**src/rtl/yuv_pack_pkg.sv**
```systemverilog
// Shared definitions for the YUV stream packer.
// Data word layout is four BITS-wide fields; a FIFO entry is
// {eof, eol, sof, data}, with the flags stacked directly above the data.
package yuv_pack_pkg;

  localparam int unsigned BITS_DEFAULT = 8;
  localparam int unsigned FIELDS       = 4;

  function automatic int unsigned word_w(input int unsigned bits);
    return FIELDS * bits;
  endfunction

  localparam int unsigned WORD_W = word_w(BITS_DEFAULT);

  // Field positions in units of one component (offset = POS * BITS).
  localparam int unsigned Y0_POS = 0;
  localparam int unsigned U_POS  = 1;
  localparam int unsigned Y1_POS = 2;
  localparam int unsigned V_POS  = 3;

  // Flag positions relative to the top of the data word in a FIFO entry.
  localparam int unsigned SOF_POS = 0;
  localparam int unsigned EOL_POS = 1;
  localparam int unsigned EOF_POS = 2;
  localparam int unsigned FLAG_W  = 3;

  typedef enum logic {
    MODE_444 = 1'b0,
    MODE_422 = 1'b1
  } pack_mode_e;

  typedef enum logic {
    PH_EVEN = 1'b0,
    PH_ODD  = 1'b1
  } pair_phase_e;

endpackage

```
**src/rtl/yuv_pack_fifo.sv**
```systemverilog
// Synchronous first-word-fall-through FIFO.
// Ports: pclk/rst_n clock and async active-low reset; push/wdata write side
// (ignored when full unless a pop happens in the same cycle); pop/rdata read
// side (rdata shows the head entry whenever empty=0); full/empty status.
module yuv_pack_fifo #(
  parameter int unsigned DW    = 35,
  parameter int unsigned DEPTH = 16
) (
  input  logic          pclk,
  input  logic          rst_n,
  input  logic          push,
  input  logic [DW-1:0] wdata,
  input  logic          pop,
  output logic [DW-1:0] rdata,
  output logic          full,
  output logic          empty
);

  localparam int unsigned AW = $clog2(DEPTH);

  logic [DW-1:0] mem [DEPTH];
  logic [AW-1:0] wr_ptr;
  logic [AW-1:0] rd_ptr;
  logic [AW:0]   count;
  logic          do_pop;
  logic          do_push;

  assign full    = (count == (AW+1)'(DEPTH));
  assign empty   = (count == '0);
  assign do_pop  = pop & ~empty;
  // A full FIFO can still take a word when the head leaves this cycle.
  assign do_push = push & (~full | do_pop);
  assign rdata   = mem[rd_ptr];

  always_ff @(posedge pclk) begin
    if (do_push) begin
      mem[wr_ptr] <= wdata;
    end
  end

  always_ff @(posedge pclk or negedge rst_n) begin
    if (!rst_n) begin
      wr_ptr <= '0;
      rd_ptr <= '0;
      count  <= '0;
    end else begin
      if (do_push) begin
        wr_ptr <= wr_ptr + AW'(1);
      end
      if (do_pop) begin
        rd_ptr <= rd_ptr + AW'(1);
      end
      case ({do_push, do_pop})
        2'b10:   count <= count + (AW+1)'(1);
        2'b01:   count <= count - (AW+1)'(1);
        default: count <= count;
      endcase
    end
  end

endmodule

```
**src/rtl/yuv_stream_packer.sv**
```systemverilog
// Packs a YUV pixel stream into 4*BITS-wide words and buffers them.
// 4:2:2 mode merges two pixels into {V, Y1, U, Y0}; 4:4:4 mode emits
// {0, V, U, Y} per pixel. Words carry sof/eol/eof and leave through a
// valid/ready port backed by yuv_pack_fifo.
// Ports: pclk, rst_n (async, active-low); yuv422 mode select (latched on
// vsync rise); in_href/in_vsync/in_y/in_c/in_v pixel input; out_data,
// out_valid, out_ready, out_sof/out_eol/out_eof word output; overflow and
// short_line sticky flags, cleared by clr_flags.
module yuv_stream_packer
  import yuv_pack_pkg::*;
#(
  parameter int unsigned BITS       = 8,
  parameter int unsigned WIDTH      = 1280,
  parameter int unsigned HEIGHT     = 960,
  parameter int unsigned FIFO_DEPTH = 16
) (
  input  logic              pclk,
  input  logic              rst_n,
  input  logic              yuv422,
  input  logic              in_href,
  input  logic              in_vsync,
  input  logic [BITS-1:0]   in_y,
  input  logic [BITS-1:0]   in_c,
  input  logic [BITS-1:0]   in_v,
  output logic [4*BITS-1:0] out_data,
  output logic              out_valid,
  input  logic              out_ready,
  output logic              out_sof,
  output logic              out_eol,
  output logic              out_eof,
  output logic              overflow,
  output logic              short_line,
  input  logic              clr_flags
);

  localparam int unsigned DW = word_w(BITS);
  localparam int unsigned EW = DW + FLAG_W;
  localparam int unsigned CW = $clog2(WIDTH + 1);
  localparam int unsigned RW = (HEIGHT > 1) ? $clog2(HEIGHT) : 1;

  // Registered state
  logic          vsync_q, href_q, armed_q, sof_arm_q;
  pack_mode_e    mode_q;
  pair_phase_e   phase_q;
  logic [CW-1:0] col_q;
  logic [RW-1:0] row_q;
  logic [BITS-1:0] y0_q, u_q;
  logic          stg_vld_q;
  logic [EW-1:0] stg_q;
  logic          overflow_q, short_q;

  // Next state
  logic          armed_d, sof_arm_d;
  pack_mode_e    mode_d;
  pair_phase_e   phase_d;
  logic [CW-1:0] col_d;
  logic [RW-1:0] row_d;
  logic [BITS-1:0] y0_d, u_d;
  logic          stg_vld_d;
  logic [EW-1:0] stg_d;
  logic          overflow_d, short_d;

  logic          vs_rise, h_fall, pix, last_col, last_row;
  logic          short_set, overflow_set;
  logic [DW-1:0] word;
  logic          w_sof, w_eol, w_eof;

  logic [EW-1:0] head;
  logic          fifo_full, fifo_empty, pop;

  assign vs_rise  = in_vsync & ~vsync_q;
  assign h_fall   = armed_q & href_q & ~in_href & ~vs_rise;
  assign pix      = armed_q & in_href & ~vs_rise & (col_q < CW'(WIDTH));
  assign last_col = (col_q == CW'(WIDTH - 1));
  assign last_row = (row_q == RW'(HEIGHT - 1));

  always_comb begin
    armed_d   = armed_q;
    sof_arm_d = sof_arm_q;
    mode_d    = mode_q;
    phase_d   = phase_q;
    col_d     = col_q;
    row_d     = row_q;
    y0_d      = y0_q;
    u_d       = u_q;
    stg_vld_d = 1'b0;
    stg_d     = stg_q;
    short_set = 1'b0;
    word      = '0;
    w_sof     = 1'b0;
    w_eol     = 1'b0;
    w_eof     = 1'b0;

    if (vs_rise) begin
      armed_d   = 1'b1;
      sof_arm_d = 1'b1;
      mode_d    = yuv422 ? MODE_422 : MODE_444;
      phase_d   = PH_EVEN;
      col_d     = '0;
      row_d     = '0;
    end else if (pix) begin
      col_d = col_q + CW'(1);
      w_eol = last_col;
      w_eof = last_col & last_row;
      if (mode_q == MODE_444) begin
        stg_vld_d                   = 1'b1;
        word[Y0_POS*BITS +: BITS]   = in_y;
        word[U_POS*BITS  +: BITS]   = in_c;
        word[Y1_POS*BITS +: BITS]   = in_v;
      end else if (phase_q == PH_EVEN) begin
        y0_d    = in_y;
        u_d     = in_c;
        phase_d = PH_ODD;
      end else begin
        stg_vld_d                   = 1'b1;
        word[Y0_POS*BITS +: BITS]   = y0_q;
        word[U_POS*BITS  +: BITS]   = u_q;
        word[Y1_POS*BITS +: BITS]   = in_y;
        word[V_POS*BITS  +: BITS]   = in_c;
        phase_d                     = PH_EVEN;
      end
    end else if (h_fall) begin
      if (col_q != CW'(WIDTH)) begin
        short_set = 1'b1;
        // Flush a dangling 4:2:2 half-word as the line's last word.
        if (mode_q == MODE_422 && phase_q == PH_ODD) begin
          stg_vld_d                 = 1'b1;
          word[Y0_POS*BITS +: BITS] = y0_q;
          word[U_POS*BITS  +: BITS] = u_q;
          w_eol                     = 1'b1;
          w_eof                     = last_row;
        end
      end
      col_d   = '0;
      phase_d = PH_EVEN;
      if (!last_row) begin
        row_d = row_q + RW'(1);
      end
    end

    if (stg_vld_d) begin
      w_sof                = sof_arm_q;
      sof_arm_d            = 1'b0;
      stg_d                = '0;
      stg_d[DW-1:0]        = word;
      stg_d[DW + SOF_POS]  = w_sof;
      stg_d[DW + EOL_POS]  = w_eol;
      stg_d[DW + EOF_POS]  = w_eof;
    end
  end

  assign pop          = ~fifo_empty & out_ready;
  assign overflow_set = stg_vld_q & fifo_full & ~pop;

  always_comb begin
    overflow_d = overflow_q;
    short_d    = short_q;
    if (overflow_set) begin
      overflow_d = 1'b1;
    end else if (clr_flags) begin
      overflow_d = 1'b0;
    end
    if (short_set) begin
      short_d = 1'b1;
    end else if (clr_flags) begin
      short_d = 1'b0;
    end
  end

  always_ff @(posedge pclk or negedge rst_n) begin
    if (!rst_n) begin
      vsync_q    <= 1'b0;
      href_q     <= 1'b0;
      armed_q    <= 1'b0;
      sof_arm_q  <= 1'b0;
      mode_q     <= MODE_444;
      phase_q    <= PH_EVEN;
      col_q      <= '0;
      row_q      <= '0;
      y0_q       <= '0;
      u_q        <= '0;
      stg_vld_q  <= 1'b0;
      stg_q      <= '0;
      overflow_q <= 1'b0;
      short_q    <= 1'b0;
    end else begin
      vsync_q    <= in_vsync;
      href_q     <= in_href;
      armed_q    <= armed_d;
      sof_arm_q  <= sof_arm_d;
      mode_q     <= mode_d;
      phase_q    <= phase_d;
      col_q      <= col_d;
      row_q      <= row_d;
      y0_q       <= y0_d;
      u_q        <= u_d;
      stg_vld_q  <= stg_vld_d;
      stg_q      <= stg_d;
      overflow_q <= overflow_d;
      short_q    <= short_d;
    end
  end

  yuv_pack_fifo #(
    .DW    (EW),
    .DEPTH (FIFO_DEPTH)
  ) u_fifo (
    .pclk  (pclk),
    .rst_n (rst_n),
    .push  (stg_vld_q),
    .wdata (stg_q),
    .pop   (pop),
    .rdata (head),
    .full  (fifo_full),
    .empty (fifo_empty)
  );

  // Head is gated so outputs read zero whenever nothing is offered.
  assign out_valid  = ~fifo_empty;
  assign out_data   = fifo_empty ? '0 : head[DW-1:0];
  assign out_sof    = ~fifo_empty & head[DW + SOF_POS];
  assign out_eol    = ~fifo_empty & head[DW + EOL_POS];
  assign out_eof    = ~fifo_empty & head[DW + EOF_POS];
  assign overflow   = overflow_q;
  assign short_line = short_q;

endmodule
```
**config.mk**
```make
export PLATFORM = sky130hd
export DESIGN_NAME = yuv_stream_packer
export DESIGN_NICKNAME = d
export VERILOG_FILES = /design/src/rtl/yuv_pack_pkg.sv /design/src/rtl/yuv_pack_fifo.sv /design/src/rtl/yuv_stream_packer.sv
export SDC_FILE = /design/constraint.sdc
export NUM_CORES = 1
export LEC_CHECK = 0
export BUFFER_PORTS_ARGS = -buffer_cell sky130_fd_sc_hd__buf_2
export CELL_PAD_IN_SITES_DETAIL_PLACEMENT = 1
export CELL_PAD_IN_SITES_GLOBAL_PLACEMENT = 1
export CORE_MARGIN = 5
export CORE_UTILIZATION = 40
export DETAILED_ROUTE_END_ITERATION = 10
export GPL_TIMING_DRIVEN = 0
export PLACE_DENSITY_LB_ADDON = 0.1
export SETUP_SLACK_MARGIN = 0.3
export SYNTH_ARGS = -nofsm -noshare
export SYNTH_HDL_FRONTEND = slang
export SYNTH_SLANG_ARGS = --single-unit
```
**constraint.sdc**
```tcl
create_clock -name pclk -period 7.2 [get_ports pclk]
set_input_delay 0.36 -clock pclk [delete_from_list [all_inputs] [get_ports pclk]]
set_output_delay 0.36 -clock pclk [all_outputs]
set_load 0.02 [all_outputs]
```
---- Word-level counts from Yosys, hierarchy flattened ----
Memory sizes are Yosys's and may differ from the RTL's.
Cells that the tools add are included.
word-level totals
  flip-flop bits (word level) ............. 94
  bits in writable memories ............... 560
  output and inout bits ................... 38
  memories ................................ 1
cells by class
  $add $sub $neg .......................... 6
  order comparisons ....................... 1
  eq/ne operators ......................... 9
  muxes and demuxes ....................... 49
  bitwise operators ....................... 24
  reduce and logical (&&, ||, !) cells .... 11
memory list
  memory      depth  bits a word  rd ports  clocked after Yosys merged registers in  wr ports  RTL line             RTL
  u_fifo.mem  16     35           1         0                                        1         yuv_pack_fifo.sv:21  logic [DW-1:0] mem [DEPTH];
operator list
  cell                     count
  $mux W32                 3
  $mux W16                 5
  $mux W10                 4
  $mux W11                 3
  $mux W1                  31
  $mux W24                 1
  $and A1 B1 Y1            16
  $add A11 B1 Y11 const B  1
  $eq A11 B11 Y1 const B   1
  $lt A11 B11 Y1 const B   1
  $ne A11 B11 Y1 const B   1
  $add A10 B1 Y10 const B  1
  $eq A10 B10 Y1 const B   1
  $pmux W5 S2              1
  $reduce_bool A2 Y1       5
  $add A4 B1 Y4 const B    2
  $mux W8                  1
  $not A1 Y1               7
  $add A5 B1 Y5 const B    1
  $eq A5 B5 Y1 const B     1
  $logic_not A5 Y1         1
  $sub A5 B1 Y5 const B    1
  $ne A2 B2 Y1 const B     2
  $reduce_and A4 Y1        1
  other kinds (8)          8

---- Longest topological paths before layout ----
Gate-level depths: netlist of the first run.
  depth after elaboration ................. 8
  mapped depth ............................ 13
  mapped depth without buffers ............ 10

---- By module ----
Synthesis of the first run repeated with hierarchy kept, for this count alone.
unflattened totals
  cell total of the unflattened synthesis .. 1,299
  area total of the unflattened synthesis .. 25,772.2 µm²
modules (own cells, without submodules)
  module             times used  cells each  area an instance (µm²)  seq. area each (µm²)
  yuv_pack_fifo      1           963         21,854.7                17,141.4
  yuv_stream_packer  1           336         3,917.5                 2,026.9

---- Worst setup path after synthesis of the first run ----
OpenSTA, ideal clock, no wires.
  kind .................................... register to register
  start ................................... register u_fifo.count[2]
  end ..................................... memory u_fifo.mem[1][0] (enable)
  library setup time ...................... 515 ps
  arrival ................................. 4,348 ps
  required time ........................... 6,685 ps
  path slack .............................. 2,337 ps
  stages on the path, launching flop included .. 7
  buffers on the path ..................... 2
  path through ............................ dfrtp_1 clkbuf_1 or4_1 o21a_1 buf_6 clkinv_4 nor4_1
between the ends
  longest elaborated chain between the ends .. 8
ends and longest elaborated chain
  element                            RTL line                                       RTL
  start, declared                    yuv_pack_fifo.sv:24                            logic [AW:0] count;
  start signal, assigned             yuv_pack_fifo.sv:54                            2'b10: count <= count + (AW+1)'(1);
  start signal, assigned             yuv_pack_fifo.sv:55                            2'b01: count <= count - (AW+1)'(1);
  start signal, assigned             yuv_pack_fifo.sv:56                            default: count <= count;
  $logic_not A5 Y1                   yuv_pack_fifo.sv:29                            assign empty = (count == '0);
  $not A1 Y1                         yuv_pack_fifo.sv:30, yuv_stream_packer.sv:152
  $and A1 B1 Y1                      yuv_stream_packer.sv:152                       assign pop = ~fifo_empty & out_ready;
  $and A1 B1 Y1                      yuv_pack_fifo.sv:30                            assign do_pop = pop & ~empty;
  $or A1 B1 Y1 (*)                   yuv_pack_fifo.sv:32                            assign do_push = push & (~full | do_pop);
  $and A1 B1 Y1 (*)                  yuv_pack_fifo.sv:32
  $mux W1 (*)                        yuv_pack_fifo.sv:36                            if (do_push) begin
  $mux W1 (not written as such) (*)  yuv_pack_fifo.sv:37                            mem[wr_ptr] <= wdata;
  end, declared                      yuv_pack_fifo.sv:21
Mark *: on every way between the ends. The rest lies on a longest branch, timed or not.

---- Worst setup path after layout of the first run ----
  start ................................... register u_fifo.count[1]
  end ..................................... output port out_data[29]
between the ends
  longest elaborated chain between the ends .. 2
ends and longest elaborated chain
  element           RTL line                  RTL
  $logic_not A5 Y1  yuv_pack_fifo.sv:29
  $mux W32          yuv_stream_packer.sv:220  assign out_data = fifo_empty ? '0 : head[DW-1:0];
  end, declared     yuv_stream_packer.sv:25   output logic [4*BITS-1:0] out_data,
Every way passes these cells.

==> flow_summary.ini, run 1 <==
[setup_path]
worstPathRequired_ps = 6840
rr_startpoint = u_fifo.count[2]$_DFFE_PN0P_
crit_chain = buf_6 -> nor4_1 -> nand2_1 -> nand2_1 -> clkbuf_1 -> o22ai_1 -> buf_2
r2r_cells = 11
cp_max_fo = 10
slowest_stage = clkbuf_1
crit_path_start_kind = flip-flop
cpMostUsedCell = nand2_1
critPathArrivalTime_ps = 3520
cpPeakStageDelay_ps = 750
cp-end-kind = primary output
crit_type = flip-flop to primary output
r2r_slack_ps = 4200
r2r-end = u_fifo.count[4]$_DFFE_PN0P_

[grt]
grt_use_total = 0.188
grt_max_degree = 61
grtUsageMet1 = 0.270
grt_first_pass_wirelength_um = 96700
met2_usage = 0.303
grt_pass1_vias = 13900
grt.met3_usage = 0.0311
overflow = 0
top_usage_layer = met2
antenna_found_initial = 3

[clock_network]
cts_resized = 0
clk_pin_slew_worst_paths_ps = 60
clock_latency_ps = 600
clockBufferDepth = 3
cts_root_buf = clkbuf_16
cts_made_buffers = 73
cts_tree = built
h-tree-depth = 3
clock_sinks = 654

[sta]
worstMarginPinSlew_ps = 1050
min_period_ps = 3880
clock_skew_ps = 11.9
setup_violations = 0
hold_viol_final = 0
slew_violations = 0
slew_headroom = 0.299
period_share = 0.538
rsz0062_at_grt = false
clock.fmax_ghz = 0.258

[finish]
final_cell_area_sq_um = 30100
fillerInstances = 6004
nets = 1486
area_delta_synth_final_pct = 17.0
drive_above_1_share = 0.306

[synth]
synth_top_area_share = 0.654
synth_flop_cell = edfxtp_1
synth_area_leaders = edfxtp_1 65%, mux4_2 12%, dfrtp_1 9.2%
syn_area_per_cell_sq_um = 20.6
yosysWarnings = 0
synth-edff-count = 560
syn_area_sq_um = 25700
synthesis.nets = 1287
synth_largest_area_cell = edfxtp_1
seq_area_frac_synth = 0.746
synth.distinct_cells = 60
synthArstFlopShare = 0.144
ys_ff_latch = 654
synth_cells = 1245

[placement]
portBuffers = 68
place.gp.congestion = 0.767
dpl_cell_area_sq_um = 27700
dp_hpwl_um = 43200

[detailed_routing]
via_per_inst = 5.49
drtAntennaViolNets = 0
drt_wl_total_um = 65100
routedWlPerCell_um = 27.7
post-route-drc-count = 0
drtPass1Iterations = 5
drtIter0Drc = 958
route.vias.total = 12900

[power]
ir_worst_vdd_mv = 0.199
p_per_area_nw_per_um2 = 393
p_leak_nw = 10.5
power.total_mw = 11.8

[hold_path]
min_to = stg_q[31]$_DFFE_PN0P_
min_path_type = input pin to flip-flop
min_path_cells = 2
holdCritStartpoint = in_c[7]

[die]
start_util = 0.401
die_width_um = 263
die_y_um = 263
core_sq_um = 64000
std_cell_rows = 93
die_area_sq_um = 69400
ios = 69

[flow_run]
drv_cap = 0

[status]
status = complete, no violations
==> state kept, by name, indices dropped and copies added (netlist names), 4 cells and up <==
| name | cells |
|---|---|
| y0_q | 8 |
| u_q | 8 |
| row_q | 10 |
| u_fifo.mem | 560 |
| u_fifo.count | 5 |
| u_fifo.rd_ptr | 4 |
| col_q | 11 |
| u_fifo.wr_ptr | 4 |
| stg_q | 35 |
==> critical path: cells and delay by family (launching register included) <==
kind / cells / cell delay [ps]
flops: 1 / 370
simple gates: 3 / 1080
compound gates: 1 / 330
buf+inv: 3 / 1140
==> cell usage after synthesis, types with 9 or more instances <==
master,number
edfxtp_1,560
mux4_2,140
dfrtp_1,94
mux2i_1,79
o22ai_1,35
buf_2,26
mux2_2,26
nand2_1,26
a22o_1,25
clkbuf_1,25
inv_1,17
nor2_1,15
o21ai_0,15
ha_1,11
xnor2_1,10
a22oi_1,9
nand4_1,9
nor3_1,9
nor4_1,9
==> logic make-up after synthesis <==
family,Yosys count,synth area share
buf+inv,86,0.0164
mux,254,0.170
fa+ha+maj,11,0.00536
simple gates,107,0.0234
xor+xnor,18,0.00614
flops,654,0.746
compound gates,115,0.0327
==> worst max-delay path by stage <==
stage                                startpoint  cells past startpoint  slack (ps)                          end
global placement    u_fifo.count[2]$_DFFE_PN0P_                      6       -2810  u_fifo.mem[1][13]$_DFFE_PP_
finish              u_fifo.count[1]$_DFFE_PN0P_                      7        3320                 out_data[29]
floorplan           u_fifo.count[2]$_DFFE_PN0P_                      6        2340   u_fifo.mem[1][0]$_DFFE_PP_
detailed placement  u_fifo.count[1]$_DFFE_PN0P_                      7        3860                 out_data[29]
CTS                 u_fifo.count[1]$_DFFE_PN0P_                      7        3200                 out_data[29]
global route        u_fifo.count[1]$_DFFE_PN0P_                      7        3030                 out_data[29]
==> what timing repair did <==
| action | 4_1_cts | 5_1_grt |
|---|---|---|
| setup buffers | 0 | 0 |
| hold buffers | 5 | 0 |
| hold endpoints to repair | 39 | 0 |
==> per-layer routing <==
metal / part of all wire / vias up
li1: - / 5541
met1: 0.46 / 7010
met2: 0.48 / 283
met3: 0.043 / 75
met4: 0.017 / 4
met5: 0.00052 / -
==> final cells by class <==
class / count / area [sq um] / area share
clock inverter: 32 / 221 / 0.00737
tap: 855 / 1070 / 0.0356
timing repair buffer: 124 / 956 / 0.0318
buffer: 67 / 345 / 0.0115
sequential: 654 / 19200 / 0.638
inverter: 19 / 76.3 / 0.00254
multi-input combinational: 505 / 6180 / 0.206
antenna: 1 / 2.50 / 0.0000832
clock buffer: 97 / 2040 / 0.0679
==> metrics by stage <==
stage | util | setup slack (ps) | TNS, ps | hold slack, ps | instances
final | 0.470 | 3320 | 0 | 38.1 | 2354
after global routing | 0.470 | 3030 | 0 | 22.5 | 2353
after CTS | 0.470 | 3200 | 0 | 6.41 | 2353
after detailed placement | 0.434 | 3860 | 0 | 371 | 2219
after global placement | 0.424 | -2810 | -388320 | 476 | 2168
after floorplan | - | 2340 | 0 | 64.4 | 1245
==> power breakdown <==
part / switching, mW / internal [mW]
clock: 1.48 / 2.07
combinational: 1.97 / 1.42
sequential: 0.286 / 4.58
==> cell usage in the layout (no fill, tap or decap), types with 26 or more instances in the layout <==
master	n
nand2_1	26
mux4_2	140
edfxtp_1	560
mux2i_1	79
buf_4	30
clkbuf_16	77
dfrtp_1	94
mux2_2	26
buf_2	93
o22ai_1	35
clkbuf_1	41
Note: power is estimated with default switching activity, not from simulation.
==> run 2, diff against run 1 <==
==> constraint.sdc (replaced) <==
create_clock -name pclk -period 4.05 [get_ports pclk]
set_input_delay 0.2025 -clock pclk [delete_from_list [all_inputs] [get_ports pclk]]
set_output_delay 0.2025 -clock pclk [all_outputs]
set_load 0.02 [all_outputs]
==> flow_summary.ini, run 2 (synthesis gave the netlist of run 1 again) <==
[placement]
place.gp.congestion = 0.738
dp_hpwl_um = 43300
pre_cts_slack_ps = 959
portBuffers = 68

[hold_path]
min_path_type = input pin to flip-flop
holdCritStartpoint = in_v[2]
min_path_cells = 3

[flow_run]
drv_cap = 0

[power]
ir_worst_vdd_mv = 0.336
p_sw_frac = 0.315
switching_power_mw = 6.52
clkPwrFrac = 0.292
p_leak_nw = 10.5
combinationalPowerShare = 0.291
p_per_area_nw_per_um2 = 686
power.total_mw = 20.7
seqPwrFrac = 0.417
internal-power_mw = 14.2

[clock_network]
cts_root_buf = clkbuf_16
clockBufferDepth = 3
h-tree-depth = 3
cts_made_buffers = 70
cts_setup_buffers = 0
clock_sinks = 654
clk_pin_slew_worst_paths_ps = 60
cts_tree = built
clock_latency_ps = 600

[detailed_routing]
drtAntennaViolNets = 0
post-route-drc-count = 0
route.vias.total = 12900
drtIter0Drc = 1008
routedWlPerCell_um = 27.2
drt_wl_total_um = 64100
via_per_inst = 5.44
drtPass1Iterations = 4

[die]
ios = 69
die_y_um = 263
std_cell_rows = 93
core_sq_um = 64000
die_area_sq_um = 69400
die_width_um = 263
start_util = 0.401

[sta]
hold_viol_final = 0
slew_violations = 0
fin_hold_ws_ps = 44.8
fin_setup_tns_ps = 0
rsz0062_at_grt = false
period_share = 0.891
worstMarginPinSlew_ps = 1020
setup_slack_ps = 441
clock.fmax_ghz = 0.277
min_period_ps = 3610
clock_skew_ps = 21.0
slew_headroom = 0.320
setup_violations = 0

[finish]
drive_above_1_share = 0.294
top_regs = u_fifo.mem (560), stg_q (35), col_q (11)
final_common_cell = edfxtp_1
regArea_sq_um = 19200
multiInputGateArea_sq_um = 6210
area_delta_synth_final_pct = 17.6
nets = 1499
largest_reg_flops = 560
fillerInstances = 5927
regMostFlops = u_fifo.mem
final_core_util = 0.472
layout_common_cells = 560 x edfxtp_1, 140 x mux4_2, 94 x dfrtp_1

[setup_path]
crit_type = flip-flop to primary output
cp-startpoint = u_fifo.rd_ptr[1]$_DFFE_PN0P_
r2r-end = u_fifo.count[4]$_DFFE_PN0P_
endpoint = out_data[30]
cp_max_fo = 10
critPathBufInv = 4
crit_family = buffers and inverters
r2r_cells = 11
crit_path_start_kind = flip-flop
cpPeakStageDelay_ps = 750
cp.depth = 7
rr_startpoint = u_fifo.count[2]$_DFFE_PN0P_
critPathArrivalTime_ps = 3410
cpMostUsedCell = buf_2
worstPathRequired_ps = 3850
slowest_stage = buf_1
cp-end-kind = primary output
r2r_slack_ps = 1050
crit_chain = buf_2 -> buf_2 -> buf_1 -> mux4_2 -> mux2i_1 -> o22ai_1 -> buf_2

[grt]
overflow = 0
antenna_found_initial = 1
grt_use_total = 0.186
grt_max_degree = 59
grt_first_pass_wirelength_um = 95800
grt_pass1_vias = 14000

[status]
status = complete, no violations
## run 2: worst min-delay path by stage
stage / to / slack (ps)
after floorplan: armed_q$_DFFE_PN0P_ / -90
after global placement: vsync_q$_DFF_PN0_ / 350
final: stg_q[18]$_DFFE_PN0P_ / 40
after global routing: stg_q[20]$_DFFE_PN0P_ / 60
after detailed placement: col_q[7]$_DFFE_PN0P_ / 230
after CTS: stg_q[18]$_DFFE_PN0P_ / 1
## run 2: final cells by class
cell class,instances,area share
repair buffers,140,0.0398
plain buffers,67,0.0115
flip-flops and latches,654,0.635
well taps,855,0.0354
inverters,19,0.00253
clock inverters,27,0.00688
diodes,1,0.0000828
multi-input cells,505,0.206
clock buffers,93,0.0636
## run 2: what timing repair did
item	CTS	global route
hold buffers	27	0
endpoints found under the setup margin	0	7
gates resized for setup	0	6
hold endpoints to repair	71	0
## run 2: worst min-delay path, stage by stage
cell	delay (ps)
buf_2	150
a22oi_1	100
o2bb2ai_1	140
## run 2: layer usage
| layer | track usage | up-vias | part of all wire |
|---|---|---|---|
| met4 | 0.0399 | 0 | 0.016 |
| met3 | 0.0304 | 85 | 0.039 |
| met5 | 0 | - | 0 |
| met2 | 0.302 | 237 | 0.49 |
| met1 | 0.267 | 6960 | 0.46 |
| li1 | - | 5569 | - |
## run 2: per-stage QoR
stage               cell area [sq um]  instances
floorplan                       25700       1245
global placement                27100       2168
detailed placement              27800       2213
CTS                             30200       2360
global route                    30200       2361
finish                          30200       2361
## run 2: power by group through the flow
stage / combinational, mW / clock, mW / sequential (mW)
5_1_grt: 6.49 / 6.50 / 8.73
6_report: 6.04 / 6.05 / 8.64
3_3_place_gp: 5.99 / 0 / 8.78
3_5_place_dp: 6.20 / 0 / 8.79
2_1_floorplan: 4.07 / 0 / 8.58
4_1_cts: 6.24 / 6.21 / 8.66
==> run 3, diff against run 2 <==
--- a/config.mk
+++ b/config.mk
@@ -5,7 +5,8 @@
 export SDC_FILE = /design/constraint.sdc
 export NUM_CORES = 1
 export LEC_CHECK = 0
-export BUFFER_PORTS_ARGS = -buffer_cell sky130_fd_sc_hd__buf_2
+export ABC_AREA = 1
+export BUFFER_PORTS_ARGS = -buffer_cell sky130_fd_sc_hd__buf_4
 export CELL_PAD_IN_SITES_DETAIL_PLACEMENT = 1
 export CELL_PAD_IN_SITES_GLOBAL_PLACEMENT = 1
 export CORE_MARGIN = 5
@@ -16,4 +17,5 @@
 export SETUP_SLACK_MARGIN = 0.3
 export SYNTH_ARGS = -nofsm -noshare
 export SYNTH_HDL_FRONTEND = slang
+export SYNTH_HIERARCHICAL = 1
 export SYNTH_SLANG_ARGS = --single-unit
==> flow_summary.ini, run 3 <==
[synth]
syn_area_sq_um = 27300
synth_flop_cell = edfxtp_1
synth_top_area_share = 0.617
ys_ff_latch = 654
synth_most_common_cell = edfxtp_1
synthArstFlopShare = 0.144
ys_top_cells_by_count = 560 x edfxtp_1, 475 x nor2_1, 315 x o21ai_0
seq_area_frac_synth = 0.703
syn_area_per_cell_sq_um = 11.6
yosysWarnings = 6
synth-edff-count = 560
synth.distinct_cells = 36
synthesis.nets = 2388
synth_area_leaders = edfxtp_1 62%, dfrtp_1 8.6%, nor2_1 6.5%
synth_largest_area_cell = edfxtp_1
synth_cells = 2345

[die]
std_cell_rows = 95
die_y_um = 271
core_sq_um = 67400
ios = 69
die_width_um = 271
start_util = 0.404
die_area_sq_um = 73500

[sta]
period_share = 0.926
worstMarginPinSlew_ps = 1210
fin_hold_ws_ps = 122
setup_violations = 0
slew_headroom = 0.196
setup_slack_ps = 301
clock_skew_ps = 17.7
hold_viol_final = 0
min_period_ps = 3750
rsz0062_at_grt = true
slew_violations = 0
clock.fmax_ghz = 0.267

[detailed_routing]
routedWlPerCell_um = 26.9
wl_met2_um = 45900
route.met3.wl_um = 6900
dr.max_layer_used = met4
via_per_inst = 5.59
route.vias.total = 19500
drtPass1Iterations = 5
drtAntennaViolNets = 0
post-route-drc-count = 0
wl_met1_um = 38100
drtIter0Drc = 1563
drt_wl_total_um = 93600

[placement]
dpl_cell_area_sq_um = 29500
portBuffers = 68
dp_hpwl_um = 61800
pre_cts_slack_ps = 503
place.gp.congestion = 0.798
placedCellCount = 3307

[setup_path]
cpPeakStageDelay_ps = 920
slowest_stage = buf_1
cp-end-kind = primary output
crit_path_start_kind = flip-flop
crit_chain = clkbuf_1 -> inv_2 -> buf_1 -> nand3_1 -> nand2_1 -> inv_1 -> nor2_1 -> buf_4
critPathBufInv = 5
worstPathRequired_ps = 3850
crit_family = buffers and inverters
cp_max_fo = 10
critPathArrivalTime_ps = 3550
crit_type = flip-flop to primary output

[finish]
final_cell_area_sq_um = 32200
final_common_cell = edfxtp_1
nets = 2592
fin_cells = 3482
area_delta_synth_final_pct = 18.1
largest_reg_flops = 560
top_regs = u_fifo/mem (560), stg_q (35), col_q (11)
drive_above_1_share = 0.122
regMostFlops = u_fifo/mem
fillerInstances = 7058
layout_common_cells = 560 x edfxtp_1, 459 x nor2_1, 315 x o21ai_0

[clock_network]
cts_tree = built
clockBufferDepth = 3
clock_latency_ps = 620
h-tree-depth = 3
clk_pin_slew_worst_paths_ps = 60
cts_made_buffers = 73
clock_sinks = 654
cts_root_buf = clkbuf_16

[power]
clkPwrFrac = 0.273
combinationalPowerShare = 0.362
power.total_mw = 23.7
internal-power_mw = 14.3
p_sw_frac = 0.398
switching_power_mw = 9.45
p_per_area_nw_per_um2 = 737
seqPwrFrac = 0.366
ir_worst_vdd_mv = 0.395
p_leak_nw = 11.6

[grt]
grt_use_total = 0.252
antenna_found_initial = 1
grt_first_pass_wirelength_um = 136000
grt_max_degree = 95
grt_pass1_vias = 20300
overflow = 0

[status]
status = complete, no violations

[flow_run]
drv_cap = 0

[hold_path]
min_path_type = input pin to flip-flop
run 3: worst paths after layout:
kind / slack, ps / cells past startpoint / from / to
worst min register to register: 500 / 2 / armed_q$_DFFE_PN0N_ / armed_q$_DFFE_PN0N_
max in group asynchronous: 2880 / 4 / rst_n / stg_q[27]$_DFFE_PN0P_
worst max register to register: 500 / 16 / u_fifo/count[1]$_DFFE_PN0P_ / u_fifo/count[4]$_DFFE_PN0P_
min in group asynchronous: 480 / 3 / rst_n / col_q[1]$_DFFE_PN0P_
worst max-delay path: 300 / 8 / u_fifo/rd_ptr[3]$_DFFE_PN0N_ / out_data[4]
worst min-delay path: 120 / 5 / out_ready / u_fifo/wr_ptr[0]$_DFFE_PN0P_
run 3: metrics by stage:
step,setup TNS [ps],util
2_1_floorplan,0,-
3_3_place_gp,-1066160,0.428
3_5_place_dp,0,0.437
4_1_cts,0,0.476
5_1_grt,0,0.478
6_report,0,0.478
run 3: repair_timing:
item | 4_1_cts | 5_1_grt
endpoints found under the hold margin | 143 | 4
hold buffers | 34 | 1
buffers inserted | 0 | 4
endpoints found under the setup margin | 0 | 5
resized for setup | 0 | 1
run 3: final cells by class:
| type | instances | area, sq um | area share |
|---|---|---|---|
| Clock buffer | 98 | 2010 | 0.0623 |
| Tap cell | 873 | 1090 | 0.0339 |
| Inverter | 132 | 498 | 0.0155 |
| Antenna cell | 1 | 2.50 | 0.0000777 |
| Buffer | 139 | 691 | 0.0214 |
| Sequential cell | 654 | 19200 | 0.595 |
| Timing Repair Buffer | 129 | 1420 | 0.0439 |
| Multi-Input combinational cell | 1420 | 7030 | 0.218 |
| Clock inverter | 36 | 302 | 0.00936 |
run 3: kinds of logic after synthesis:
group                      Yosys count  share of synthesized area
AOI/OAI and AO/OA                  542                      0.116
xor gates and xnor gates            12                    0.00386
buffers and inverters              271                     0.0434
and+or+nand+nor                    854                      0.128
adders and majority gates           12                    0.00578
DFF                                654                      0.703
run 3: layer usage:
metal,vias up,global-route usage
met3,163,0.0500
li1,8693,-
met4,0,0.0710
met2,617,0.431
met1,9986,0.327
met5,-,0
run 3: power by group through the flow:
stage | Combinational [mW] | Sequential, mW | Clock [mW]
finish | 8.59 | 8.68 | 6.47
detailed placement | 8.52 | 8.82 | 0
CTS | 8.60 | 8.68 | 6.60
global placement | 8.22 | 8.79 | 0
floorplan | 4.76 | 8.51 | 0
global route | 9.25 | 8.75 | 6.89
run 3: worst register-to-register path: cells and delay by family (launching register included):
kind / cells / cell delay (ps)
compound gates: 1 / 200
fa+ha+maj: 1 / 320
buf+inv: 5 / 1150
flops: 1 / 420
simple gates: 9 / 1350
